`src/rtl/vc_output_scheduler_if.sv`:
```
// Two-VC output scheduler handshake bundle.
// master = scheduler side, slave = requesters plus downstream.
interface vc_output_scheduler_if #(
  parameter int DATA_W = 64
);
  logic [1:0]        req;
  logic [DATA_W-1:0] d0;
  logic [DATA_W-1:0] d1;
  logic [1:0]        gnt;
  logic              polarity;
  logic              so;
  logic              ro;
  logic [DATA_W-1:0] dout;

  modport master (
    input  req, d0, d1, ro,
    output gnt, polarity, so, dout
  );

  modport slave (
    output req, d0, d1, ro,
    input  gnt, polarity, so, dout
  );
endinterface

```
`src/rtl/vc_output_scheduler.sv`:
```
// Two-VC output scheduler: alternating phases, one buffer per VC,
// LRU arbitration per VC. Optional counters: SCHED_STATS_EN.
module vc_output_scheduler #(
  parameter int DATA_W  = 64,
  parameter int HOP_LSB = 48,
  parameter int HOP_DEC = 1
) (
  input  logic clk,
  input  logic reset,
`ifdef SCHED_STATS_EN
  input  logic        stats_clr,
  output logic [15:0] cnt0,
  output logic [15:0] cnt1,
`endif
  vc_output_scheduler_if.master bus
);

  typedef enum logic {
    PH_ODD  = 1'b0,
    PH_EVEN = 1'b1
  } phase_t;

  phase_t phase_q, phase_d;

  logic [1:0]             full_q, full_d;
  logic [1:0]             lru_q, lru_d;
  logic [1:0][DATA_W-1:0] obuf_q, obuf_d;

  logic              p;
  logic [1:0]        gnt;
  logic              xfer;
  logic              win;
  logic [DATA_W-1:0] wdata;
  logic [DATA_W-1:0] cap;

  assign p = (phase_q == PH_EVEN);

  // Grant: blocked by a full buffer or reset, LRU breaks ties.
  always_comb begin
    gnt = 2'b00;
    if (!reset && !full_q[p]) begin
      case (bus.req)
        2'b01:   gnt = 2'b01;
        2'b10:   gnt = 2'b10;
        2'b11:   gnt = lru_q[p] ? 2'b10 : 2'b01;
        default: gnt = 2'b00;
      endcase
    end
  end

  assign xfer  = |(bus.req & gnt);
  assign win   = gnt[1];
  assign wdata = win ? bus.d1 : bus.d0;

  generate
    if (HOP_DEC != 0) begin : g_hop_dec
      // Hop field decrements on capture, wrapping 00 to FF.
      always_comb begin
        cap = wdata;
        cap[HOP_LSB +: 8] = wdata[HOP_LSB +: 8] - 8'd1;
      end
    end else begin : g_hop_pass
      assign cap = wdata;
    end
  endgenerate

  // Next state: phase toggle, load on transfer, else drain.
  always_comb begin
    phase_d = (phase_q == PH_ODD) ? PH_EVEN : PH_ODD;
    full_d  = full_q;
    lru_d   = lru_q;
    obuf_d  = obuf_q;
    if (xfer) begin
      obuf_d[p] = cap;
      full_d[p] = 1'b1;
      lru_d[p]  = ~win;
    end else if (full_q[p] && bus.ro) begin
      full_d[p] = 1'b0;
    end
  end

  // State registers, cleared immediately by reset.
  always_ff @(posedge clk or posedge reset) begin
    if (reset) begin
      phase_q <= PH_ODD;
      full_q  <= '0;
      lru_q   <= '0;
      obuf_q  <= '0;
    end else begin
      phase_q <= phase_d;
      full_q  <= full_d;
      lru_q   <= lru_d;
      obuf_q  <= obuf_d;
    end
  end

  assign bus.gnt      = gnt;
  assign bus.polarity = p;
  assign bus.so       = full_q[p];
  assign bus.dout     = obuf_q[p];

`ifdef SCHED_STATS_EN
  logic [15:0] cnt0_q, cnt0_d;
  logic [15:0] cnt1_q, cnt1_d;

  // Saturating per-requester transfer counters; clear wins.
  always_comb begin
    cnt0_d = cnt0_q;
    cnt1_d = cnt1_q;
    if (stats_clr) begin
      cnt0_d = '0;
      cnt1_d = '0;
    end else if (xfer) begin
      if (!win && cnt0_q != 16'hFFFF) cnt0_d = cnt0_q + 16'd1;
      if (win && cnt1_q != 16'hFFFF)  cnt1_d = cnt1_q + 16'd1;
    end
  end

  // Counter registers.
  always_ff @(posedge clk or posedge reset) begin
    if (reset) begin
      cnt0_q <= '0;
      cnt1_q <= '0;
    end else begin
      cnt0_q <= cnt0_d;
      cnt1_q <= cnt1_d;
    end
  end

  assign cnt0 = cnt0_q;
  assign cnt1 = cnt1_q;
`endif

endmodule

```
`src/flat_wrapper.sv`:
```
// flat-port wrapper written by rule: the top's interface ports become plain ports
module vc_output_scheduler_flat 
#(
  parameter int DATA_W  = 64,
  parameter int HOP_LSB = 48,
  parameter int HOP_DEC = 1
)
  (clk, reset, bus_req, bus_d0, bus_d1, bus_ro, bus_gnt, bus_polarity, bus_so, bus_dout);
  vc_output_scheduler_if #(.DATA_W(DATA_W)) bus_i ();
  input  logic clk;
  input  logic reset;
  input wire logic [$bits(bus_i.req)-1:0] bus_req;
  input wire logic [$bits(bus_i.d0)-1:0] bus_d0;
  input wire logic [$bits(bus_i.d1)-1:0] bus_d1;
  input wire logic [$bits(bus_i.ro)-1:0] bus_ro;
  output wire logic [$bits(bus_i.gnt)-1:0] bus_gnt;
  output wire logic [$bits(bus_i.polarity)-1:0] bus_polarity;
  output wire logic [$bits(bus_i.so)-1:0] bus_so;
  output wire logic [$bits(bus_i.dout)-1:0] bus_dout;
  assign bus_i.req = bus_req;
  assign bus_i.d0 = bus_d0;
  assign bus_i.d1 = bus_d1;
  assign bus_i.ro = bus_ro;
  assign bus_gnt = bus_i.gnt;
  assign bus_polarity = bus_i.polarity;
  assign bus_so = bus_i.so;
  assign bus_dout = bus_i.dout;
  vc_output_scheduler #(.DATA_W(DATA_W), .HOP_LSB(HOP_LSB), .HOP_DEC(HOP_DEC)) u_core (.clk(clk), .reset(reset), .bus(bus_i));
endmodule
```
`config.mk`:
```
export PLATFORM = sky130hd
export DESIGN_NAME = vc_output_scheduler_flat
export DESIGN_NICKNAME = d
export VERILOG_FILES = /design/src/rtl/vc_output_scheduler_if.sv /design/src/rtl/vc_output_scheduler.sv /design/src/flat_wrapper.sv
export SDC_FILE = /design/constraint.sdc
export NUM_CORES = 1
export LEC_CHECK = 0
export CORE_ASPECT_RATIO = 0.5
export CORE_MARGIN = 2
export CORE_UTILIZATION = 42
export DETAILED_ROUTE_END_ITERATION = 8
export PLACE_DENSITY = 0.72
export RECOVER_POWER = 50
export SETUP_SLACK_MARGIN = 0.5
export SLEW_MARGIN = 0
export SYNTH_ARGS = -nofsm -noshare
export SYNTH_HDL_FRONTEND = slang
export SYNTH_SLANG_ARGS = --single-unit
```
`constraint.sdc`:
```
create_clock -name clk -period 4.7 [get_ports clk]
set_input_delay 0.94 -clock clk [delete_from_list [all_inputs] [get_ports clk]]
set_output_delay 0.94 -clock clk [all_outputs]
set_load 0.05 [all_outputs]
```
==> out/metrics.cfg, run 1 <==
[floorplan]
num_rows=31
num_io_pins=201
initial_core_util_pct=43.6
die_w_um=179
die_area_um2=16300
fp.dieH_um=91.4
core_um2=14700

[synthesis]
yosys_register_bits=133
netlist_area_um2=6410
synthCells=608
synthTopCellsByCount=133 x dfrtp_1, 132 x nand2_1, 96 x o21ai_0
syn_area_per_cell_um2=10.6
synth_top_area_share_pct=51.9
syn-num-nets=742
ys_warn_count=0
synth-edff-count=0
ys_types=31
seq_area_frac_synth_pct=51.9
ys.flop_type=dfrtp_1
yosysMostFrequentCell=dfrtp_1
synthTopCellsByArea=dfrtp_1 52%, mux2_2 12%, mux2i_1 9.5%, nand2_1 7.7%, o21ai_0 7.5%
synth_top_cell_by_area=dfrtp_1
ys_async_sr_fraction_pct=100

[cts]
post_cts_buffers=0
cts_tree=done
holdBufCountCts=0
clockBufferDepth=2
cts_max_level=4
cts_buffers=17
clock_latency_ps=410
clkTransAtPathRegs_ps=60
clock-root-buffer=clkbuf_16
numClockSinks=133
cts_resized=0

[sta]
finalSetupViolations=0
finalCritPeriodShare_pct=83.4
hold_violations=0
final.setup.tns_ps=0
worst_slack_ps=779
worst_pin_slew_ps=1810
max_freq_mhz=255
maxSlewViolCount=106
final.min_clock_period_ps=3920
rsz0062_at_grt=false
clock_skew_ps=11.5
max-slew-margin-rel_pct=-20.7

[setup_path]
cp_max_fo=40
worst-path-buf-inv=2
end_kind=primary output
crit_type=reg2out
reg2reg_from=u_core.bus.polarity
worstPathRequired_ps=3760
cp_cell_sequence=mux2_4 > a2111o_1 > inv_4 > buf_4
crit_path_max_incr_delay_ps=870
ff2ff_path_depth=8
startpoint_type=flop
slowest_stage=a2111o_1
cpLargestDelayFamily=compound AO/OA/AOI/OAI gates
arrival_ps=2980
r2r_slack_ps=990
r2r_end=u_core.obuf_q[116]

[global_routing]
grt_usage_pct=19.9
grt_first_pass_wirelength_um=25800
grt_pass1_vias=5203
grt-ovfl-total=0
antenna_found_initial=0
grt_max_degree=119

[min_path]
hp-class=reg2reg
holdCritStartpoint=u_core.obuf_q[31]
hold-path-cell-count=2
holdPathEnd=u_core.obuf_q[31]

[finish]
finalNonFillerCells=1004
diodes=0
num-fill-cells=1247
synthToLayoutAreaGrowth_pct=42.0
layout.nets=927
drive_gt1_share_pct=14.3
final_core_util_pct=62.0

[power_and_ir_drop]
p_leak_nw=4.25
ir_drop_v=0.000268
power_mw=4.32
p_per_area_nw_per_um2=474

[routing]
drt.antenna.violating_nets=0
drt_wl_total_um=15600
via_count=5038
drc=0
wl_per_cell_um=15.5
drt-initial-drc-count=299
dr.pass1.iters=4
vias_per_cell=5.02

[place]
dp_cells=972
hpwlAfterDp_um=10700
gp_congestion=0.766
port_buffers=200
pre_cts_ws_ps=883

[run_status]
violations=max-capacitance violations, max-slew violations
status=complete, but fails checks

[run]
cap_violations=2

-- final cells by class --
class | instances | area, um2 | share of cell area [%]
tap | 198 | 248 | 2.72
multi-input combinational | 429 | 2870 | 31.5
sequential | 133 | 3330 | 36.6
timing repair buffer | 207 | 2060 | 22.6
clock inverter | 14 | 151 | 1.66
inverter | 5 | 22.5 | 0.247
clock buffer | 18 | 429 | 4.71
-- logic make-up (layout without fill, tap and decap cells) --
logic type,count (synthesis),in the layout,synth area share [%]
adders and majority gates,1,1,0.195
DFF,133,133,51.9
xor gates and xnor gates,10,10,1.37
and+or+nand+nor,156,156,10.0
AOI/OAI and AO/OA,130,130,10.8
muxes,132,132,22.0
buffers and inverters,46,244,3.67
-- power by group --
| part | total (mW) | internal [mW] | switching, mW |
|---|---|---|---|
| clock | 1.30 | 0.787 | 0.517 |
| sequential | 1.56 | 1.42 | 0.137 |
| combinational | 1.45 | 0.581 | 0.870 |
| total | 4.32 | 2.79 | 1.52 |
-- worst max-delay path by stage --
stage / slack, ps / endpoint / startpoint / depth (start not counted)
3_3_place_gp: 970 / u_core.obuf_q[52] / bus_req[1] / 9
6_report: 780 / bus_gnt[1] / u_core.bus.polarity / 4
2_1_floorplan: 870 / bus_gnt[0] / u_core.bus.polarity / 3
3_5_place_dp: 880 / u_core.obuf_q[116] / bus_req[1] / 9
4_1_cts: 870 / bus_dout[32] / u_core.bus.polarity / 3
5_1_grt: 410 / u_core.obuf_q[35] / reset / 3
-- sequential cells by signal, summed over array words and instances, names as in the netlist, named ones only --
register,cells
u_core.lru_q,2
u_core.obuf_q,128
u_core.bus.polarity,1
-- metal layers --
layer | wire length [um] | track usage, % | vias to the layer above
met4 | 199 | 6.44 | 0
met1 | 6710 | 25.4 | 2420
li1 | - | - | 2492
met5 | 0 | 0 | -
met3 | 679 | 3.98 | 16
met2 | 7990 | 34.0 | 110
-- worst reg2reg max path: cells and delay by family (launching register included) --
kind            cells  cell delay [ps]
mux                 4             1060
fa+ha+maj           1              340
flops               1              780
compound gates      1             1010
xor+xnor            1              150
simple gates        1              270
-- layout by cell type, fill, tap and decap left out, types with 4 or more instances in the layout --
cell | synthesis | final
clkdlybuf4s50_1 | 0 | 198
nand2_1 | 132 | 132
dfrtp_1 | 133 | 132
o21ai_0 | 96 | 104
mux2_2 | 70 | 70
mux2i_1 | 61 | 61
clkbuf_16 | 0 | 17
o21ai_1 | 20 | 11
xnor2_1 | 6 | 6
o221ai_1 | 6 | 6
nor2b_1 | 5 | 5
buf_4 | 0 | 5
o211ai_1 | 4 | 4
xor2_1 | 4 | 4
nor3_1 | 4 | 4
nor3b_1 | 4 | 4
inv_6 | 0 | 4
-- through the flow --
step / cell area (um2) / hold slack [ps]
floorplan: 6420 / 444
global placement: 8550 / 455
detailed placement: 8550 / 465
CTS: 9130 / 477
global route: 9110 / 494
finish: 9110 / 473
(Power assumes the default switching activity.)
==> run 2, diff against run 1 <==
==> constraint.sdc (replaced) <==
create_clock -name clk -period 3.5 [get_ports clk]
set_input_delay 0.7 -clock clk [delete_from_list [all_inputs] [get_ports clk]]
set_output_delay 0.7 -clock clk [all_outputs]
set_load 0.05 [all_outputs]
==> out/metrics.cfg, run 2 (same netlist as run 1, synthesis figures left out) <==
[routing]
dr.pass1.iters=4  ; unchanged
via_count=4984  ; was 5,038
drc=0  ; unchanged
drt_wl_total_um=15600  ; unchanged
vias_per_cell=4.93  ; was 5.02
drt.antenna.violating_nets=0  ; unchanged
wl_per_cell_um=15.4  ; was 15.5 um
drt-initial-drc-count=197  ; was 299

[cts]
clockBufferDepth=2  ; unchanged
cts_tree=done  ; unchanged
cts_max_level=4  ; unchanged
clkTransAtPathRegs_ps=60  ; about the same
numClockSinks=133  ; unchanged
cts_buffers=17  ; unchanged
clock-root-buffer=clkbuf_16  ; unchanged
holdBufCountCts=0  ; unchanged
clock_latency_ps=400  ; was 410 ps

[floorplan]
initial_core_util_pct=43.6  ; unchanged
num_io_pins=201  ; unchanged
die_w_um=179  ; unchanged
num_rows=31  ; unchanged
core_um2=14700  ; unchanged
die_area_um2=16300  ; unchanged
fp.dieH_um=91.4  ; unchanged

[finish]
finalNonFillerCells=1010  ; was 1,004
largest_register_ffs=128  ; unchanged
final_cell_mix=144 x clkdlybuf4s50_1, 132 x nand2_1, 132 x dfrtp_1, 104 x o21ai_0, 70 x mux2_2  ; was 198 x clkdlybuf4s50_1, 132 x nand2_1, 132 x dfrtp_1, 104 x o21ai_0, 70 x mux2_2
final_common_cell=clkdlybuf4s50_1  ; unchanged
synthToLayoutAreaGrowth_pct=43.1  ; was 42.0%
largest-register=u_core.obuf_q  ; unchanged
layout.nets=933  ; was 927
drive_gt1_share_pct=15.0  ; was 14.3%
diodes=0  ; unchanged
final_core_util_pct=62.4  ; was 62.0%

[min_path]
hp-class=reg2reg  ; unchanged

[run_status]
violations=max-capacitance violations, max-slew violations  ; unchanged
status=complete, but fails checks  ; unchanged

[global_routing]
grt_max_degree=121  ; was 119
grt_pass1_vias=5160  ; was 5,203
antenna_found_initial=0  ; unchanged
grt_usage_pct=19.7  ; was 19.9%
grt_first_pass_wirelength_um=25500  ; was 25,800 um
grt-ovfl-total=0  ; unchanged

[power_and_ir_drop]
ir_drop_v=0.000354  ; was 0.000268 V
p_per_area_nw_per_um2=639  ; was 474 nW/um2
p_leak_nw=4.43  ; was 4.25 nW
power_mw=5.86  ; was 4.32 mW

[sta]
max-slew-margin-rel_pct=-12.5  ; was -20.7%
finalCritPeriodShare_pct=82.1
final.setup.tns_ps=0  ; unchanged
clock_skew_ps=8.23  ; was 11.5 ps
maxSlewViolCount=67  ; was 106
rsz0062_at_grt=false  ; unchanged
finalSetupViolations=0  ; unchanged
final.min_clock_period_ps=2870
max_freq_mhz=348
worst_slack_ps=626  ; was 779 ps
worst_pin_slew_ps=1690  ; was 1810 ps
hold_violations=0  ; unchanged

[setup_path]
startpoint_type=flop  ; unchanged
worstPathRequired_ps=2800  ; was 3760 ps
arrival_ps=2170  ; was 2980 ps
crit_type=reg2out  ; unchanged
cp_max_fo=12  ; was 40
end_kind=primary output  ; unchanged

[place]
hpwlAfterDp_um=10900  ; was 10,700 um
pre_cts_ws_ps=205  ; was 883 ps
dp_cells=977  ; was 972
gp_congestion=0.802  ; was 0.766
port_buffers=200  ; unchanged

[run]
cap_violations=1  ; was 2

## run 2: changes by cell type in the layout (fill, tap and decap cells not counted), sizes merged
| cell | previous run | this run |
|---|---|---|
| inv | 8 | 5 |
| clkinv | 6 | 4 |
| buf | 6 | 8 |
| clkdlybuf4s50 | 198 | 144 |
| clkbuf | 20 | 28 |
| bufinv | 2 | 4 |
| dlygate4sd2 | 0 | 53 |
## run 2: per-layer routing
metal / up-vias / track usage, % / wire length, um
met4: 0 / 6.37 / 212
met5: - / 0 / 0
met2: 99 / 34.5 / 7820
met3: 18 / 3.81 / 623
met1: 2375 / 24.6 / 6920
li1: 2492 / - / -
## run 2: power by group
group / internal, mW / total (mW) / switching, mW / leakage, nW
Combinational: 0.678 / 1.84 / 1.16 / 2.48
Clock: 1.27 / 1.93 / 0.655 / 0.316
Sequential: 1.91 / 2.10 / 0.183 / 1.64
Total: 3.86 / 5.86 / 2.00 / 4.43
## run 2: final cells by class
cell class	instances	area, um2
Fill cell	1219	5520
Sequential cell	133	3330
Multi-Input combinational cell	429	2870
Timing Repair Buffer	213	2050
Clock buffer	21	480
Tap cell	198	248
Clock inverter	11	171
Inverter	5	25.0
## run 2: per-stage QoR
stage                     cell area, um2  hold slack (ps)
after floorplan                     6430              444
after global placement              8620              455
after detailed placement            8620              467
after CTS                           9200              479
after global routing                9180              498
final                               9180              474
## run 2: critical path: stages, from the launching register on
cell and delay, ps:
dfrtp_4 540, buf_12 180, mux2_2 220, clkdlybuf4s50_1 830
## run 2: final timing paths
path                                     start           endpoint  slack [ps]  cells after the start
max in group asynchronous                reset  u_core.obuf_q[52]         860                      4
hold / removal               u_core.obuf_q[99]  u_core.obuf_q[99]         470                      2
setup / recovery           u_core.bus.polarity       bus_dout[53]         630                      3
setup reg to reg           u_core.bus.polarity  u_core.obuf_q[52]         630                      8
hold reg to reg              u_core.obuf_q[99]  u_core.obuf_q[99]         470                      2
min in group asynchronous                reset          async pin        1340                      4
## run 2: repair_timing
| item | 4_1_cts | 5_1_grt |
|---|---|---|
| gates cloned | 0 | 0 |
| resized for setup | 54 | 1 |
| endpoints found under the hold margin | 0 | 0 |
| pin swaps | 0 | 0 |
| setup endpoints to repair | 55 | 3 |
| buffers inserted | 0 | 1 |
==> run 3, diff against run 2 <==
--- a/config.mk
+++ b/config.mk
@@ -7,9 +7,9 @@
 export LEC_CHECK = 0
 export CORE_ASPECT_RATIO = 0.5
 export CORE_MARGIN = 2
-export CORE_UTILIZATION = 42
+export CORE_UTILIZATION = 47
 export DETAILED_ROUTE_END_ITERATION = 8
-export PLACE_DENSITY = 0.72
+export PLACE_DENSITY = 0.77
 export RECOVER_POWER = 50
 export SETUP_SLACK_MARGIN = 0.5
 export SLEW_MARGIN = 0
==> constraint.sdc (replaced) <==
create_clock -name clk -period 3 [get_ports clk]
set_input_delay 0.6 -clock clk [delete_from_list [all_inputs] [get_ports clk]]
set_output_delay 0.6 -clock clk [all_outputs]
set_load 0.05 [all_outputs]
==> out/metrics.cfg, run 3 (same netlist as run 1, synthesis figures left out) <==
[setup_path]
arrival_ps=3150  ; was 2170 ps
worstPathRequired_ps=3280  ; was 2800 ps
crit_path_max_incr_delay_ps=520  ; was 830 ps
cp_max_fo=6  ; was 12
end_kind=flop  ; was primary output
crit_type=reg2reg  ; was reg2out
cp_cell_sequence=mux2_1 > a2111o_2 > clkbuf_1 > mux2i_4 > ha_4 > nor3b_2 > xnor2_1 > mux2i_1 > mux2_2  ; was buf_12 > mux2_2 > clkdlybuf4s50_1
startpoint_type=flop  ; unchanged
slowest_stage=dfrtp_4  ; was clkdlybuf4s50_1

[cts]
cts_buffers=17  ; unchanged
holdBufCountCts=0  ; unchanged
clkTransAtPathRegs_ps=50  ; was 60 ps
cts_max_level=4  ; unchanged
clock-root-buffer=clkbuf_16  ; unchanged
cts_tree=done  ; unchanged
clockBufferDepth=2  ; unchanged
numClockSinks=133  ; unchanged
clock_latency_ps=400  ; about the same

[floorplan]
initial_core_util_pct=47.7  ; was 43.6%
num_io_pins=201  ; unchanged
fp.dieH_um=86.6  ; was 91.4 um
die_w_um=169  ; was 179 um
core_um2=13400  ; was 14,700 um2
die_area_um2=14700  ; was 16,300 um2
num_rows=30  ; was 31

[global_routing]
grt_first_pass_wirelength_um=25700  ; was 25,500 um
grt_max_degree=88  ; was 121
grt_pass1_vias=5234  ; was 5,160
grt_usage_pct=21.9  ; was 19.7%
antenna_found_initial=0  ; unchanged
grt-ovfl-total=0  ; unchanged

[run_status]
status=completed  ; was complete, but fails checks

[run]
cap_violations=0  ; was 1

[sta]
maxSlewViolCount=0  ; was 67
finalSetupViolations=0  ; unchanged
max_freq_mhz=349
final.min_clock_period_ps=2870
hold_violations=0  ; unchanged
max-slew-margin-rel_pct=31.3  ; was -12.5%
final.setup.tns_ps=0  ; unchanged
hold_ws_ps=474  ; about the same
clock_skew_ps=8.85  ; was 8.23 ps
finalCritPeriodShare_pct=95.6
worst_pin_slew_ps=1030  ; was 1690 ps
rsz0062_at_grt=true  ; was false

[finish]
largest-register=u_core.obuf_q  ; unchanged
drive_gt1_share_pct=24.8  ; was 15.0%
largest_register_ffs=128  ; unchanged
final_cell_mix=132 x nand2_1, 132 x dfrtp_1, 131 x clkdlybuf4s50_1, 99 x o21ai_0, 69 x mux2_2  ; was 144 x clkdlybuf4s50_1, 132 x nand2_1, 132 x dfrtp_1, 104 x o21ai_0, 70 x mux2_2
diodes=0  ; unchanged
num-fill-cells=1053  ; was 1,219
layout.nets=954  ; was 933
synthToLayoutAreaGrowth_pct=43.8  ; was 43.1%

[routing]
drt_wl_total_um=16200  ; was 15,600 um
wl_per_cell_um=16.1  ; was 15.4 um
drc=0  ; unchanged
drt-initial-drc-count=300  ; was 197
via_count=5193  ; was 4,984
vias_per_cell=5.15  ; was 4.93
dr.pass1.iters=4  ; unchanged
drt.antenna.violating_nets=0  ; unchanged

[power_and_ir_drop]
pwr-share-comb_pct=31.1  ; was 31.4%
p_per_area_nw_per_um2=755  ; was 639 nW/um2
swShare_pct=34.2  ; was 34.1%
p_int_mw=4.58  ; was 3.86 mW
ir_drop_v=0.000376  ; was 0.000354 V
p_leak_nw=4.48  ; was 4.43 nW
power.share.clock_pct=33.7  ; was 32.8%
power.switching_mw=2.38  ; was 2.00 mW
seqPwrFrac_pct=35.3  ; was 35.8%

[place]
hpwlAfterDp_um=10900  ; about the same
gp_congestion=0.800  ; was 0.802
port_buffers=200  ; unchanged

[min_path]
hp-class=reg2reg  ; unchanged

[run 3: cell count changes in the layout (fill, tap and decap cells not counted), moves of 3 or more]
cell | before | now
buf_4 | 4 | 21
buf_6 | 0 | 5
clkbuf_1 | 5 | 10
clkbuf_2 | 2 | 59
clkbuf_8 | 4 | 1
clkdlybuf4s50_1 | 144 | 131
dlygate4sd2_1 | 53 | 2
nor3b_1 | 4 | 1
o21ai_0 | 104 | 99
o21ai_1 | 12 | 16
[run 3: per-layer routing]
layer | vias to the layer above | global-route usage (%) | part of all wire, %
li1 | 2547 | - | -
met1 | 2501 | 27.8 | 43
met2 | 127 | 38.5 | 53
met3 | 18 | 4.20 | 3.8
met4 | 0 | 7.38 | 0.83
met5 | - | 0 | 0
[run 3: repair_timing]
| action | CTS | global route |
|---|---|---|
| pin swaps | 3 | 7 |
| gates resized for setup | 65 | 129 |
| setup buffers | 9 | 4 |
| setup endpoints to repair | 66 | 63 |
[run 3: worst paths after layout]
path | from | end | slack [ps] | cells after the start
setup / recovery | u_core.bus.polarity | u_core.obuf_q[116] | 130 | 9
hold / removal | u_core.obuf_q[61] | u_core.obuf_q[61] | 470 | 2
setup reg to reg | u_core.bus.polarity | u_core.obuf_q[116] | 130 | 9
hold reg to reg | u_core.obuf_q[61] | u_core.obuf_q[61] | 470 | 2
max in group asynchronous | reset | u_core.obuf_q[14] | 520 | 4
min in group asynchronous | reset | u_core.obuf_q[63] | 1080 | 3
[run 3: worst max-delay path, delay by kind of cell (launching register included)]
family	cells	cell delay, ps
buffers and inverters	1	190
AOI/OAI and AO/OA	1	450
DFF	1	520
muxes	4	1030
xor gates and xnor gates	1	160
adders and majority gates	1	200
and+or+nand+nor	1	220
[run 3: area by class of cell]
type / instances / area [um2] / area share, %
clock inverter: 12 / 226 / 2.46
timing repair buffer: 234 / 2010 / 21.7
clock buffer: 20 / 447 / 4.84
sequential: 133 / 3330 / 36.1
tap: 176 / 220 / 2.39
multi-input combinational: 429 / 2960 / 32.1
inverter: 5 / 32.5 / 0.353
[run 3: power groups by stage]
stage / combinational, mW / sequential, mW / clock (mW)
floorplan: 1.55 / 2.41 / 0
global placement: 2.28 / 2.44 / 0
detailed placement: 2.31 / 2.48 / 0
CTS: 2.21 / 2.45 / 2.39
global route: 2.32 / 2.51 / 2.48
finish: 2.16 / 2.45 / 2.34
[run 3: metrics by stage]
stage / utilization (%) / worst slack [ps] / instance area [um2] / power [mW] / instances
2_1_floorplan: - / 120 / 6450 / 3.96 / 608
3_3_place_gp: 64.4 / 140 / 8650 / 4.72 / 964
3_5_place_dp: 64.4 / 45.1 / 8650 / 4.78 / 964
4_1_cts: 69.6 / 345 / 9350 / 7.05 / 1005
5_1_grt: 68.6 / 93.5 / 9220 / 7.31 / 1009
6_report: 68.6 / 132 / 9220 / 6.96 / 1009
